[config.mk]
export PLATFORM = sky130hd
export DESIGN_NAME = clock_enable_gen
export DESIGN_NICKNAME = d
export VERILOG_FILES = /design/src/rtl/clock_enable_gen.sv
export SDC_FILE = /design/constraint.sdc
export NUM_CORES = 1
export LEC_CHECK = 0
export BUFFER_PORTS_ARGS = -buffer_cell sky130_fd_sc_hd__buf_2
export CAP_MARGIN = 20
export CORE_MARGIN = 10
export CORE_UTILIZATION = 40
export CTS_BUF_LIST = sky130_fd_sc_hd__clkbuf_8 sky130_fd_sc_hd__clkbuf_16
export CTS_CLUSTER_SIZE = 24
export DETAILED_ROUTE_END_ITERATION = 16
export PLACE_DENSITY = 0.52
export SLEW_MARGIN = 30
export SYNTH_ARGS = -nofsm -noshare
export SYNTH_HDL_FRONTEND = slang
export SYNTH_SLANG_ARGS = --single-unit
[constraint.sdc]
create_clock -name clk -period 6.9 [get_ports clk]
set_clock_uncertainty 0.1 [all_clocks]
set_input_delay 0.345 -clock clk [delete_from_list [all_inputs] [get_ports clk]]
set_output_delay 0.345 -clock clk [all_outputs]
set_load 0.1 [all_outputs]
[src/rtl/clock_enable_gen.sv]
// clock_enable_gen
// Derives NUM_CH independent clock-enable pulse streams from one master clock.
// Each channel runs a fractional mul/div phase accumulator. Ratios can be
// reprogrammed at run time through a single-entry config shadow. All channels
// can also be phase-realigned together with sync_restart.
// Optional feature: define CLKENA_SQUARE_EN to add the clk_sq debug outputs.
// Each clk_sq bit is a divided-by-2 square wave of its enable stream.
module clock_enable_gen #(
    parameter int NUM_CH      = 5,
    parameter int ACC_W       = 16,
    parameter int LOCK_CYCLES = 16,
    parameter logic [NUM_CH*ACC_W-1:0] DEF_MUL = {NUM_CH{{(ACC_W-1){1'b0}}, 1'b1}},
    parameter logic [NUM_CH*ACC_W-1:0] DEF_DIV = {NUM_CH{{(ACC_W-1){1'b0}}, 1'b1}}
) (
    input  logic              clk,
    input  logic              reset,
    input  logic              sync_restart,
    input  logic              cfg_valid,
    output logic              cfg_ready,
    input  logic [2:0]        cfg_ch,
    input  logic [ACC_W-1:0]  cfg_mul,
    input  logic [ACC_W-1:0]  cfg_div,
    output logic              cfg_err,
    output logic              locked,
    output logic [NUM_CH-1:0] ena
`ifdef CLKENA_SQUARE_EN
    ,
    output logic [NUM_CH-1:0] clk_sq
`endif
);

    localparam int LCW = $clog2(LOCK_CYCLES + 1);

    // A config is legal when it targets an existing channel and describes a
    // rate no faster than the master clock.
    function automatic logic cfg_legal(input logic [2:0]       ch,
                                       input logic [ACC_W-1:0] mul,
                                       input logic [ACC_W-1:0] div);
        return (int'(ch) < NUM_CH) && (div != {ACC_W{1'b0}}) && (mul <= div);
    endfunction

    logic [LCW-1:0]                lock_cnt_q, lock_cnt_d;
    logic                          locked_q, locked_d;
    logic [NUM_CH-1:0][ACC_W-1:0]  acc_q, acc_d;
    logic [NUM_CH-1:0][ACC_W-1:0]  mul_q, mul_d;
    logic [NUM_CH-1:0][ACC_W-1:0]  div_q, div_d;
    logic [NUM_CH-1:0][ACC_W:0]    sum_s;
    logic [NUM_CH-1:0]             hit_s;
    logic [NUM_CH-1:0]             apply_s;
    logic [NUM_CH-1:0]             ena_q, ena_d;
    logic                          cfg_ready_q, cfg_ready_d;
    logic                          cfg_err_q, cfg_err_d;
    logic [2:0]                    sh_ch_q, sh_ch_d;
    logic [ACC_W-1:0]              sh_mul_q, sh_mul_d;
    logic [ACC_W-1:0]              sh_div_q, sh_div_d;
    logic                          cfg_take_s;

    assign cfg_take_s = cfg_valid && cfg_ready_q;

    // Lock counter: count master cycles after reset until LOCK_CYCLES, then latch locked.
    always_comb begin
        lock_cnt_d = lock_cnt_q;
        locked_d   = locked_q;
        if (!locked_q) begin
            lock_cnt_d = lock_cnt_q + {{(LCW-1){1'b0}}, 1'b1};
            locked_d   = (lock_cnt_d == LCW'(LOCK_CYCLES));
        end else begin
            lock_cnt_d = lock_cnt_q;
        end
    end

    // Per-channel sum, pulse detection and shadow apply point.
    // A busy channel takes the new ratio on an old-ratio pulse. A disabled
    // channel takes it at once.
    always_comb begin
        sum_s   = '0;
        hit_s   = '0;
        apply_s = '0;
        for (int i = 0; i < NUM_CH; i++) begin
            sum_s[i]   = {1'b0, acc_q[i]} + {1'b0, mul_q[i]};
            hit_s[i]   = locked_q && (mul_q[i] != {ACC_W{1'b0}}) &&
                         (sum_s[i] >= {1'b0, div_q[i]});
            apply_s[i] = locked_q && !cfg_ready_q && (sh_ch_q == 3'(i)) &&
                         ((mul_q[i] == {ACC_W{1'b0}}) || hit_s[i]);
        end
    end

    // Accumulator, ratio and enable next-state for every channel.
    always_comb begin
        acc_d = acc_q;
        mul_d = mul_q;
        div_d = div_q;
        ena_d = '0;
        for (int i = 0; i < NUM_CH; i++) begin
            if (apply_s[i]) begin
                // The old-ratio pulse still goes out unless a restart masks it.
                mul_d[i] = sh_mul_q;
                div_d[i] = sh_div_q;
                acc_d[i] = {ACC_W{1'b0}};
                ena_d[i] = hit_s[i] && !sync_restart;
            end else if (!locked_q || sync_restart || (mul_q[i] == {ACC_W{1'b0}})) begin
                acc_d[i] = {ACC_W{1'b0}};
                ena_d[i] = 1'b0;
            end else if (hit_s[i]) begin
                acc_d[i] = ACC_W'(sum_s[i] - {1'b0, div_q[i]});
                ena_d[i] = 1'b1;
            end else begin
                acc_d[i] = sum_s[i][ACC_W-1:0];
                ena_d[i] = 1'b0;
            end
        end
    end

    // Config handshake: accept into the shadow, reject illegal requests, and free the shadow on apply.
    always_comb begin
        cfg_ready_d = cfg_ready_q;
        cfg_err_d   = 1'b0;
        sh_ch_d     = sh_ch_q;
        sh_mul_d    = sh_mul_q;
        sh_div_d    = sh_div_q;
        if (!cfg_ready_q) begin
            if (|apply_s) begin
                cfg_ready_d = 1'b1;
            end else begin
                cfg_ready_d = 1'b0;
            end
        end else if (cfg_take_s) begin
            if (cfg_legal(cfg_ch, cfg_mul, cfg_div)) begin
                sh_ch_d     = cfg_ch;
                sh_mul_d    = cfg_mul;
                sh_div_d    = cfg_div;
                cfg_ready_d = 1'b0;
            end else begin
                cfg_err_d   = 1'b1;
            end
        end else begin
            cfg_ready_d = 1'b1;
        end
    end

    // State registers. Reset restores the default ratios and drops any pending config.
    always_ff @(posedge clk) begin
        if (reset) begin
            lock_cnt_q  <= '0;
            locked_q    <= 1'b0;
            acc_q       <= '0;
            mul_q       <= DEF_MUL;
            div_q       <= DEF_DIV;
            ena_q       <= '0;
            cfg_ready_q <= 1'b1;
            cfg_err_q   <= 1'b0;
            sh_ch_q     <= 3'd0;
            sh_mul_q    <= {ACC_W{1'b0}};
            sh_div_q    <= {ACC_W{1'b0}};
        end else begin
            lock_cnt_q  <= lock_cnt_d;
            locked_q    <= locked_d;
            acc_q       <= acc_d;
            mul_q       <= mul_d;
            div_q       <= div_d;
            ena_q       <= ena_d;
            cfg_ready_q <= cfg_ready_d;
            cfg_err_q   <= cfg_err_d;
            sh_ch_q     <= sh_ch_d;
            sh_mul_q    <= sh_mul_d;
            sh_div_q    <= sh_div_d;
        end
    end

    assign cfg_ready = cfg_ready_q;
    assign cfg_err   = cfg_err_q;
    assign locked    = locked_q;
    assign ena       = ena_q;

`ifdef CLKENA_SQUARE_EN
    logic [NUM_CH-1:0] sq_q, sq_d;

    // Square-wave next state: toggle on each enable; a restart realigns it to 0.
    always_comb begin
        if (sync_restart) begin
            sq_d = '0;
        end else begin
            sq_d = sq_q ^ ena_q;
        end
    end

    // Square-wave register.
    always_ff @(posedge clk) begin
        if (reset) begin
            sq_q <= '0;
        end else begin
            sq_q <= sq_d;
        end
    end

    assign clk_sq = sq_q;
`else
    // Without the debug feature there is no square-wave state.
`endif

endmodule

==> metrics.yaml <==
timing.hold.worst_endpoint: "sh_mul_q[7]"
die_h_um: 233
cts_htree_levels: 2
vdd_ir_drop_max_v: 0.000139
edff_count_synth: 0
fin_tns_setup_ns: 0
power-per-cell-area_nw_per_um2: 192
finalCritPeriodShare_pct: 81.0
critical_path_required_ns: 7.20
tritoncts: "built"
postSynthAreaPerCell_um2: 8.66
worst_case_reg_to_reg_path_depth: 19
antenna_violating_nets_post_route: 0
cp-end-kind: "register"
final_area_um2: 20400
remaining_drc_errors: 0
hold_viol_final: 0
layout.nets: 2379
async_set_reset_flop_share_out_of_synthesis_pct: 0
mappedNetlistArea_um2: 18200
post_synth_fa_ha_maj_area_fraction_pct: 13.4
chipWidth_um: 233
first_pass_iters: 6
finalPower_mw: 3.93
floorplan.rows: 78
slew_headroom_pct: 37.7
grt_use_met1_pct: 26.0
detailed_place.area_um2: 18900
global_route_congestion_overflow_total: 0
period_needed_ns: 5.59
io_buffer_count: 46
worst-r2r-setup-slack_ns: 1.31
drv_cap: 0
critical_path_slowest_stage_cell: "a2111oi_0"
report.final.slew_viol_count: 0
cp.arrival_ns: 5.88
detail_route.iter0.violations: 985
synth-compound-area-share_pct: 14.9
slowest_delay_ns: 0.58
grt_util_met3_pct: 3.97
design.die.area_um2: 54300
worst_setup_path_start_kind: "register"
globalRoute.busiestLayer: "met2"
vias_in_the_first_global_route: 14500
critical_path_source: "mul_q[32]"
yosysWarnings: 0
hp-class: "in2reg"
outcome: "complete, no violations"
crit_path_cell_trace: "ha_1, fa_1, a211oi_1, o21bai_1, o22a_1, a2111oi_0, o21bai_1, a21oi_1, xnor2_1, ha_1, a21oi_1, o221ai_1, or4_1, o21ba_2, o21ai_2, nand2b_1, buf_4, mux2i_1, nor2_1"
synth_top_family_by_area: "simple AND/OR/NAND/NOR gates"
synthCells: 2097
clk_latency_ns: 0.57
area.growth.synth_to_final_pct: 12.5
crit_type: "reg2reg"
routed-via-count: 14900
fin_util_pct: 45.2
proportion_of_layout_cells_with_a_drive_suffix_above_1_pct: 6.80
setup_viol_count_final: 0
numCtsBuffers: 37
cts.sinks: 288
worst_r2r_endpoint: "acc_q[36]"
min_delay_path_depth: 3
regToRegStartpoint: "mul_q[32]"
ys_seq_elements: 288
antenna_found_initial: 0
synth_seq_area_share_pct: 31.7
synth_top_flop_cell: "dfxtp_1"
rsz_0062_raised_after_global_routing: "false"
syn_nets: 2324
root_buffer_selected_by_cts: "clkbuf_16"
netlist-cell-type-count: 77
avgRoutedWirePerCell_um: 19.3
largest_delay_share_family_worst_path: "compound AO/OA/AOI/OAI gates"
routabilityCongestion: 0.903
critical_path_buf_inv_count: 1
synth_simple_gate_area_share_pct: 16.0
highest_net_fanout_along_the_worst_path: 10
max_slew.worst_pin.slew_ns: 0.932
clock_pin_slew_on_the_worst_setup_and_hold_paths_ns: 0.06
post_cts.resized_instances: 0
fmaxAchievable_mhz: 179
grt_max_degree: 119
groute.usage.overall_pct: 19.6
post_drt_via_cell_ratio: 5.38
antennaDiodeCount: 0
p_leak_nw: 8.92
cts_buffer_depth: 3
wl_um: 53600
grt_first_pass_wirelength_um: 83000
dp_hpwl_um: 39000
met2_usage_pct: 30.6
placeableCoreArea_um2: 45200
io_pins: 47
synth_mux_area_share_pct: 13.3
initial_core_utilization_pct: 40.2
synth_xor_area_share_pct: 5.98
worst_hold_startpoint: "cfg_mul[7]"
-- placed cells by master, fill, tap and decap left out, types with 26 or more instances in the layout --
master	Yosys	layout
nor2_1	347	347
o21a_1	31	31
dfxtp_1	288	288
buf_2	13	45
xor2_1	39	39
a21o_1	45	44
a21oi_1	138	137
mux2i_1	240	240
nand3_1	41	41
nor4_1	28	28
nand4_1	26	26
xnor2_1	85	85
clkbuf_16	0	39
nor3_1	42	41
o21ai_0	64	64
nand2_1	85	85
inv_1	130	136
ha_1	178	178
-- cells by family (layout without fill, tap and decap cells) --
group                    after synthesis  count (layout)
XOR/XNOR                             124             124
flip-flops                           288             288
AND/OR/NAND/NOR                      645             645
adder cells (fa/ha/maj)              188             188
buffers and inverters                197             278
AO/OA/AOI/OAI                        414             414
multiplexers                         241             241
-- worst min-delay path: cells and delay by family --
| kind | cells | cell delay, ns |
|---|---|---|
| buffers and inverters | 1 | 0.14 |
| muxes | 1 | 0.08 |
| and+or+nand+nor | 1 | 0.07 |
-- Yosys cell counts (4+ instances only) --
cell        n  area share [%]
o21ai_0    64             1.8
nor4_1     28            0.96
o31ai_1     4            0.17
o41ai_1     4            0.19
dfxtp_1   288              32
clkbuf_1   32            0.66
ha_1      178              12
buf_4      11            0.45
a31oi_1     8            0.28
a21o_1     45             1.9
buf_6      10            0.62
fa_1       10             1.1
a41oi_1     5            0.24
or2_2       6            0.21
nor2b_1    18            0.62
o21a_1     31             1.3
mux2i_1   240              13
a211oi_1   24            0.99
and3_1      7            0.24
a21oi_1   138             3.8
nand2_1    85             1.8
nand3_1    41             1.1
o21bai_1   21            0.87
nand2b_1   16            0.55
o31a_1      7            0.34
inv_1     130             2.7
a211o_1     6            0.29
nor3_1     42             1.2
o211ai_1   12            0.50
nand3b_1    5            0.21
and2_1      4            0.14
buf_2      13            0.36
xnor2_1    85             4.1
nor2_1    347             7.2
xor2_1     39             1.9
or3_1       7            0.24
nand4_1    26            0.90
-- through the flow --
stage	setup WS, ns	instances	hold WS, ns
after global routing	0.961	2778	0.0143
after detailed placement	1.41	2689	0.379
final	1.31	2778	0.0116
after global placement	1.50	2689	0.373
after floorplan	2.20	2097	0.322
after CTS	1.37	2778	0.0000371
-- where the power goes --
part           total (mW)  switching, mW  internal, mW
Sequential           1.74         0.0614          1.68
Combinational       0.138         0.0836        0.0539
Clock                2.05          0.777          1.27
-- metal layers --
metal,vias up,wire length (um),part of all wire [%]
met3,71,2900,5.4
met4,0,1800,3.4
met5,-,0,0
li1,7527,-,-
met1,7061,25400,47
met2,279,23500,44
-- how the worst max path moves through the flow --
stage	to	slack [ns]	cells after the start
2_1_floorplan	acc_q[39]	2.20	20
3_3_place_gp	acc_q[38]	1.50	19
3_5_place_dp	acc_q[35]	1.41	19
4_1_cts	acc_q[35]	1.37	19
5_1_grt	acc_q[33]	0.96	19
6_report	acc_q[36]	1.31	19
-- cell type report --
cell class | instances | area, um2
fillers | 4460 | 24800
multi-input cells | 1612 | 11600
flip-flops and latches | 288 | 5770
clock buffers | 45 | 1060
well taps | 600 | 751
repair buffers | 83 | 577
inverters | 130 | 488
clock inverters | 20 | 224
-- timing repair --
item	in CTS	in global routing
hold buffers	24	0
buffers inserted	0	0
endpoints found under the hold margin	25	0
-- state kept, by name, indices dropped and copies added, names as in the netlist --
signal,count
sh_div_q,16
ena,5
mul_q,80
cfg_ready,1
div_q,80
acc_q,80
sh_mul_q,16
cfg_err,1
lock_cnt_q,5
locked,1
sh_ch_q,3
No activity file was read; power rests on OpenSTA's default activity.
